`config.mk`:
```
export PLATFORM = sky130hd
export DESIGN_NAME = dual_cnt_ctrl
export DESIGN_NICKNAME = d
export VERILOG_FILES = /design/src/rtl/cnt_ctrl_pkg.sv /design/src/rtl/cnt_lane.sv /design/src/rtl/dual_cnt_ctrl.sv
export SDC_FILE = /design/constraint.sdc
export NUM_CORES = 1
export LEC_CHECK = 0
export ABC_AREA = 1
export CORE_UTILIZATION = 42
export CTS_CLUSTER_DIAMETER = 30
export DETAILED_ROUTE_END_ITERATION = 10
export PLACE_DENSITY = 0.86
export SETUP_SLACK_MARGIN = 0.02
export SYNTH_ARGS = -nofsm -noshare
export SYNTH_HDL_FRONTEND = slang
export SYNTH_SLANG_ARGS = --single-unit
```
`constraint.sdc`:
```
create_clock -name clk -period 1.55 [get_ports clk]
set_input_delay 0.155 -clock clk [delete_from_list [all_inputs] [get_ports clk]]
set_output_delay 0.155 -clock clk [all_outputs]
set_load 0.02 [all_outputs]
```
`src/rtl/cnt_ctrl_pkg.sv`:
```
// Shared definitions for the dual counter controller: state encoding and
// the default counter width.
package cnt_ctrl_pkg;

   localparam int DEF_WIDTH = 4;

   typedef enum logic [1:0] {
      IDLE   = 2'd0,
      RUN    = 2'd1,
      FORCED = 2'd2
   } state_t;

endpackage

```
`src/rtl/cnt_lane.sv`:
```
// One counter lane. The controller keeps clear, load and inc mutually
// exclusive; if they overlap anyway, inc wins over load and load wins over
// clear. The wrap pulse is raised only when an increment rolls the count
// from all-ones back to zero.
module cnt_lane
   import cnt_ctrl_pkg::*;
#(
   parameter int WIDTH = DEF_WIDTH
) (
   input  logic             clk,
   input  logic             rst,
   input  logic             clear,
   input  logic             load,
   input  logic [WIDTH-1:0] load_val,
   input  logic             inc,
   output logic [WIDTH-1:0] cnt,
   output logic             wrap
);

   // Count register with registered wrap pulse; everything returns to 0 on reset.
   always_ff @(posedge clk or posedge rst) begin
      if (rst) begin
         cnt  <= '0;
         wrap <= 1'b0;
      end else begin
         wrap <= 1'b0;
         if (inc) begin
            cnt  <= cnt + 1'b1;
            wrap <= &cnt;
         end else if (load) begin
            cnt <= load_val;
         end else if (clear) begin
            cnt <= '0;
         end
      end
   end

endmodule

```
`src/rtl/dual_cnt_ctrl.sv`:
```
// Sequencing controller for two counters x/y with a synthesizable
// force/release override. The FSM decides, each cycle, whether the lanes
// clear, load the override values, increment or hold.
module dual_cnt_ctrl
   import cnt_ctrl_pkg::*;
#(
   parameter int WIDTH     = DEF_WIDTH,
   parameter bit Y_CASCADE = 1'b0
) (
   input  logic             clk,
   input  logic             rst,
   input  logic             en,
   input  logic             force_req,
   input  logic [WIDTH-1:0] force_x,
   input  logic [WIDTH-1:0] force_y,
   input  logic             rel_req,
   output logic             force_ack,
   output logic [WIDTH-1:0] x,
   output logic [WIDTH-1:0] y,
   output logic             wrap_x,
   output logic             wrap_y,
   output logic [1:0]       state
);

   state_t cur, nxt;
   logic   clr, ld, inc_x, inc_y, ack_d;

   // State register; reset aborts any override immediately.
   always_ff @(posedge clk or posedge rst) begin
      if (rst) cur <= IDLE;
      else     cur <= nxt;
   end

   // Next state: a force strobe always enters FORCED, except that inside
   // FORCED a release strobe takes precedence over it.
   always_comb begin
      nxt = cur;
      case (cur)
         IDLE: begin
            if (force_req) nxt = FORCED;
            else if (en)   nxt = RUN;
         end
         RUN: begin
            if (force_req) nxt = FORCED;
            else if (!en)  nxt = IDLE;
         end
         FORCED: begin
            if (rel_req) nxt = en ? RUN : IDLE;
         end
         default: nxt = IDLE;
      endcase
   end

   // Lane controls. IDLE clears every edge, including the edge that enters
   // RUN, so the first increment lands one cycle after enable rises. The
   // release edge neither loads nor increments, so values hold across it.
   always_comb begin
      clr   = 1'b0;
      ld    = 1'b0;
      inc_x = 1'b0;
      case (cur)
         IDLE: begin
            ld  = force_req;
            clr = !force_req;
         end
         RUN: begin
            ld    = force_req;
            clr   = !force_req && !en;
            inc_x = !force_req && en;
         end
         FORCED: begin
            ld = force_req && !rel_req;
         end
         default: clr = 1'b1;
      endcase
      inc_y = inc_x && (!Y_CASCADE || (&x));
      ack_d = ld;
   end

   // Acknowledge is high in the cycle the override values become visible.
   always_ff @(posedge clk or posedge rst) begin
      if (rst) force_ack <= 1'b0;
      else     force_ack <= ack_d;
   end

   cnt_lane #(.WIDTH(WIDTH)) u_lane_x (
      .clk      (clk),
      .rst      (rst),
      .clear    (clr),
      .load     (ld),
      .load_val (force_x),
      .inc      (inc_x),
      .cnt      (x),
      .wrap     (wrap_x)
   );

   cnt_lane #(.WIDTH(WIDTH)) u_lane_y (
      .clk      (clk),
      .rst      (rst),
      .clear    (clr),
      .load     (ld),
      .load_val (force_y),
      .inc      (inc_y),
      .cnt      (y),
      .wrap     (wrap_y)
   );

   assign state = cur;

endmodule

```
==> results.md <==
- Yosys warns: 0
- Top post-synthesis cells by area: dfrtp_1 (46%), nand2_1 (15%), nand3_1 (11%)
- Final wirelength: between 1500 and 2000 um
- Sink Count: 13
- Register bit total from synthesis: 13
- # port buffers: 25
- Worst path cell trace: clkdlybuf4s50_1
- Die W: roughly 43 um
- Clock Tree Buf Depth: 2
- Maximum VDD drop: about 0.00081 V
- Die ar.: 1850 um^2
- Clock-pin slew on the worst setup and hold paths: 0.08 ns
- Achievable Freq: 682 MHz
- Crit path max fanout: 4
- Placer congestion estimate: 0.788
- Vias in the first global route: 649
- Post-layout minimum cycle time: 1.47 ns
- Hold_ws: 0.181 ns
- Sequential element share of the synthesized area: 46.2%
- Via count: between 600 and 700
- Top-level port count: 26
- DRT antenna net count: 0
- CP required: 1.39 ns
- Arr. time, crit path: 1.31 ns
- Unique masters post-synth: 17
- Highest-count cells in the layout ignoring fill and taps: nand2_1 (29), clkdlybuf4s50_1 (19), nand3_1 (15)
- CP Class: reg2out
- Clk_lat worst skew: 0.29 ns
- Tot GR Track Use: between 20% and 30%
- Slew Limit Fails: 0
- H-tree levels: 1
- Syn_area_per_cell: ~8 um^2
- Status: complete, no violations
- Fin nets: 132
- Hold Violations, Final: 0
- Buffer and inverter count on the worst path: 1
- Number of buffers created by CTS: 3
- CP max stage cell: clkdlybuf4s50_1
- First-pass iteration count of the detailed router: 4
- Area leader, netlist: dfrtp_1
- Post-Synthesis Cells: 87
- Syn nets: between 100 and 150
- Max Cap Violations: 0
- Die Y-Extent: approximately 43 um
- Post-DP HPWL: between 1000 and 1500 um
- CTS tree: yes
- Starting density of the core: between 40% and 50%
- Leakage: 0.000554 uW
- Vias/cell: 5.18
- Post-CTS Hold Fix Bufs: 0
- Drc violations: 0
- Final setup TNS: 0 ns
- Routed WL per cell: 12.0 um
- Pin count of the biggest net entering global routing: 14
- First-pass GRT wire length: 2720 um
- Max incr delay on CP: 0.62 ns
- Root buf cell: clkbuf_4
- Mapped cell area: 704 um^2
- Antenna fix cells: 0
- Most common cell after layout, fill and taps aside: nand2_1
- Overflow after GRT: 0
- Worst Tran Pin Value: ~0.49 ns
- Min-delay worst type: in2async
- CP Capture Type: primary output
- CORE AREA: 1540 um^2
- Delay-heaviest family, CP: buffers and inverters
- Clock skew: just under 0.003 ns
- Initial antenna violation count: 0
- Worst setup SP type: register
- Layout cells sized above 1: 14.7%
- RSZ-0062 raised after global routing: false
- Pwr/cell area: 1150 nW/um^2
- DRT iter0 DRCs: 5
- Final setup viols: 0
- Relative slew slack: ~67%
- Rows: 14
- Share of the synthesized area in the top cell type: 46.2%
- Filler Cells Inserted: 133
- Area Growth Syn to Fin: 43.7%
- Tcrit/Tclk final: roughly 95%
state kept, by name (all words and copies together) (netlist names):
name and count:
u_lane_y.cnt 4, force_ack 1, u_lane_x.cnt 4, u_lane_y.wrap 1, state 2, u_lane_x.wrap 1
synthesized netlist by cell type:
library cell / n
nand2_1: 29
nand3_1: 15
dfrtp_1: 13
inv_1: 8
nand2_2: 4
inv_2: 3
ha_1: 2
nand4_1: 2
nor3_2: 2
or2_2: 2
a21oi_1: 1
nand3b_1: 1
nor2_1: 1
nor2_2: 1
nor2_4: 1
nor2_8: 1
o21ai_0: 1
routing by layer:
metal  part of all wire, %  track usage, %  vias to the layer above
met5                     0               0                        -
met4                   3.0            12.7                        0
met3                   5.7            3.83                        4
met1                    43            26.0                      320
met2                    48            31.8                       23
li1                      -               -                      337
cell type report:
type	count	area (um^2)	share of cell area (%)
Multi-Input combinational cell	63	338	33.4
Sequential cell	13	325	32.1
Timing Repair Buffer	25	262	25.8
Inverter	11	41.3	4.08
Clock buffer	4	26.3	2.60
Tap cell	16	20.0	1.98
kinds of logic (layout without fill, tap and decap cells):
| group | after synthesis | count (layout) | synth area share (%) |
|---|---|---|---|
| AND/OR/NAND/NOR | 59 | 59 | 43.0 |
| flip-flops | 13 | 13 | 46.2 |
| buffers and inverters | 11 | 40 | 5.86 |
| adder cells (fa/ha/maj) | 2 | 2 | 3.55 |
| AO/OA/AOI/OAI | 2 | 2 | 1.42 |
metrics by stage:
stage | area (um^2) | util, % | setup WS [ns] | cells | power, uW
after floorplan | 704 | - | 0.321 | 87 | 746
after CTS | 1000 | 64.9 | 0.0322 | 132 | 1180
final | 1010 | 65.7 | 0.0831 | 132 | 1170
after detailed placement | 975 | 63.2 | 0.311 | 128 | 963
after global placement | 975 | 63.2 | 0.336 | 128 | 947
after global routing | 1010 | 65.7 | 0.0283 | 132 | 1240
final timing paths:
kind | slack [ns] | cells after the start | to | from
worst max-delay path | 0.08 | 1 | x[3] | u_lane_x.cnt[3]$_DFFE_PP0P_
worst min-delay path | 0.18 | 2 | u_lane_y.wrap$_DFF_PP0_ | rst
worst max register to register | 0.31 | 4 | u_lane_y.cnt[2]$_DFFE_PP0P_ | u_lane_y.cnt[0]$_DFFE_PP0P_
worst min register to register | 0.57 | 2 | u_lane_y.cnt[3]$_DFFE_PP0P_ | u_lane_y.cnt[3]$_DFFE_PP0P_
max in group asynchronous | 1.04 | 2 | u_lane_y.cnt[0]$_DFFE_PP0P_ | rst
min in group clk | 0.42 | 3 | u_lane_y.cnt[0]$_DFFE_PP0P_ | force_y[0]
power breakdown:
part | switching, uW | total, uW | internal (uW)
combinational | 257 | 462 | 205
clock | 120 | 220 | 100
sequential | 82.1 | 484 | 402
total | 459 | 1170 | 707
timing repair:
action | in CTS | in global routing
resized for setup | 1 | 5
setup endpoints to repair | 1 | 5
buffers inserted | 0 | 0
Note: power is estimated with default switching activity, not from simulation.
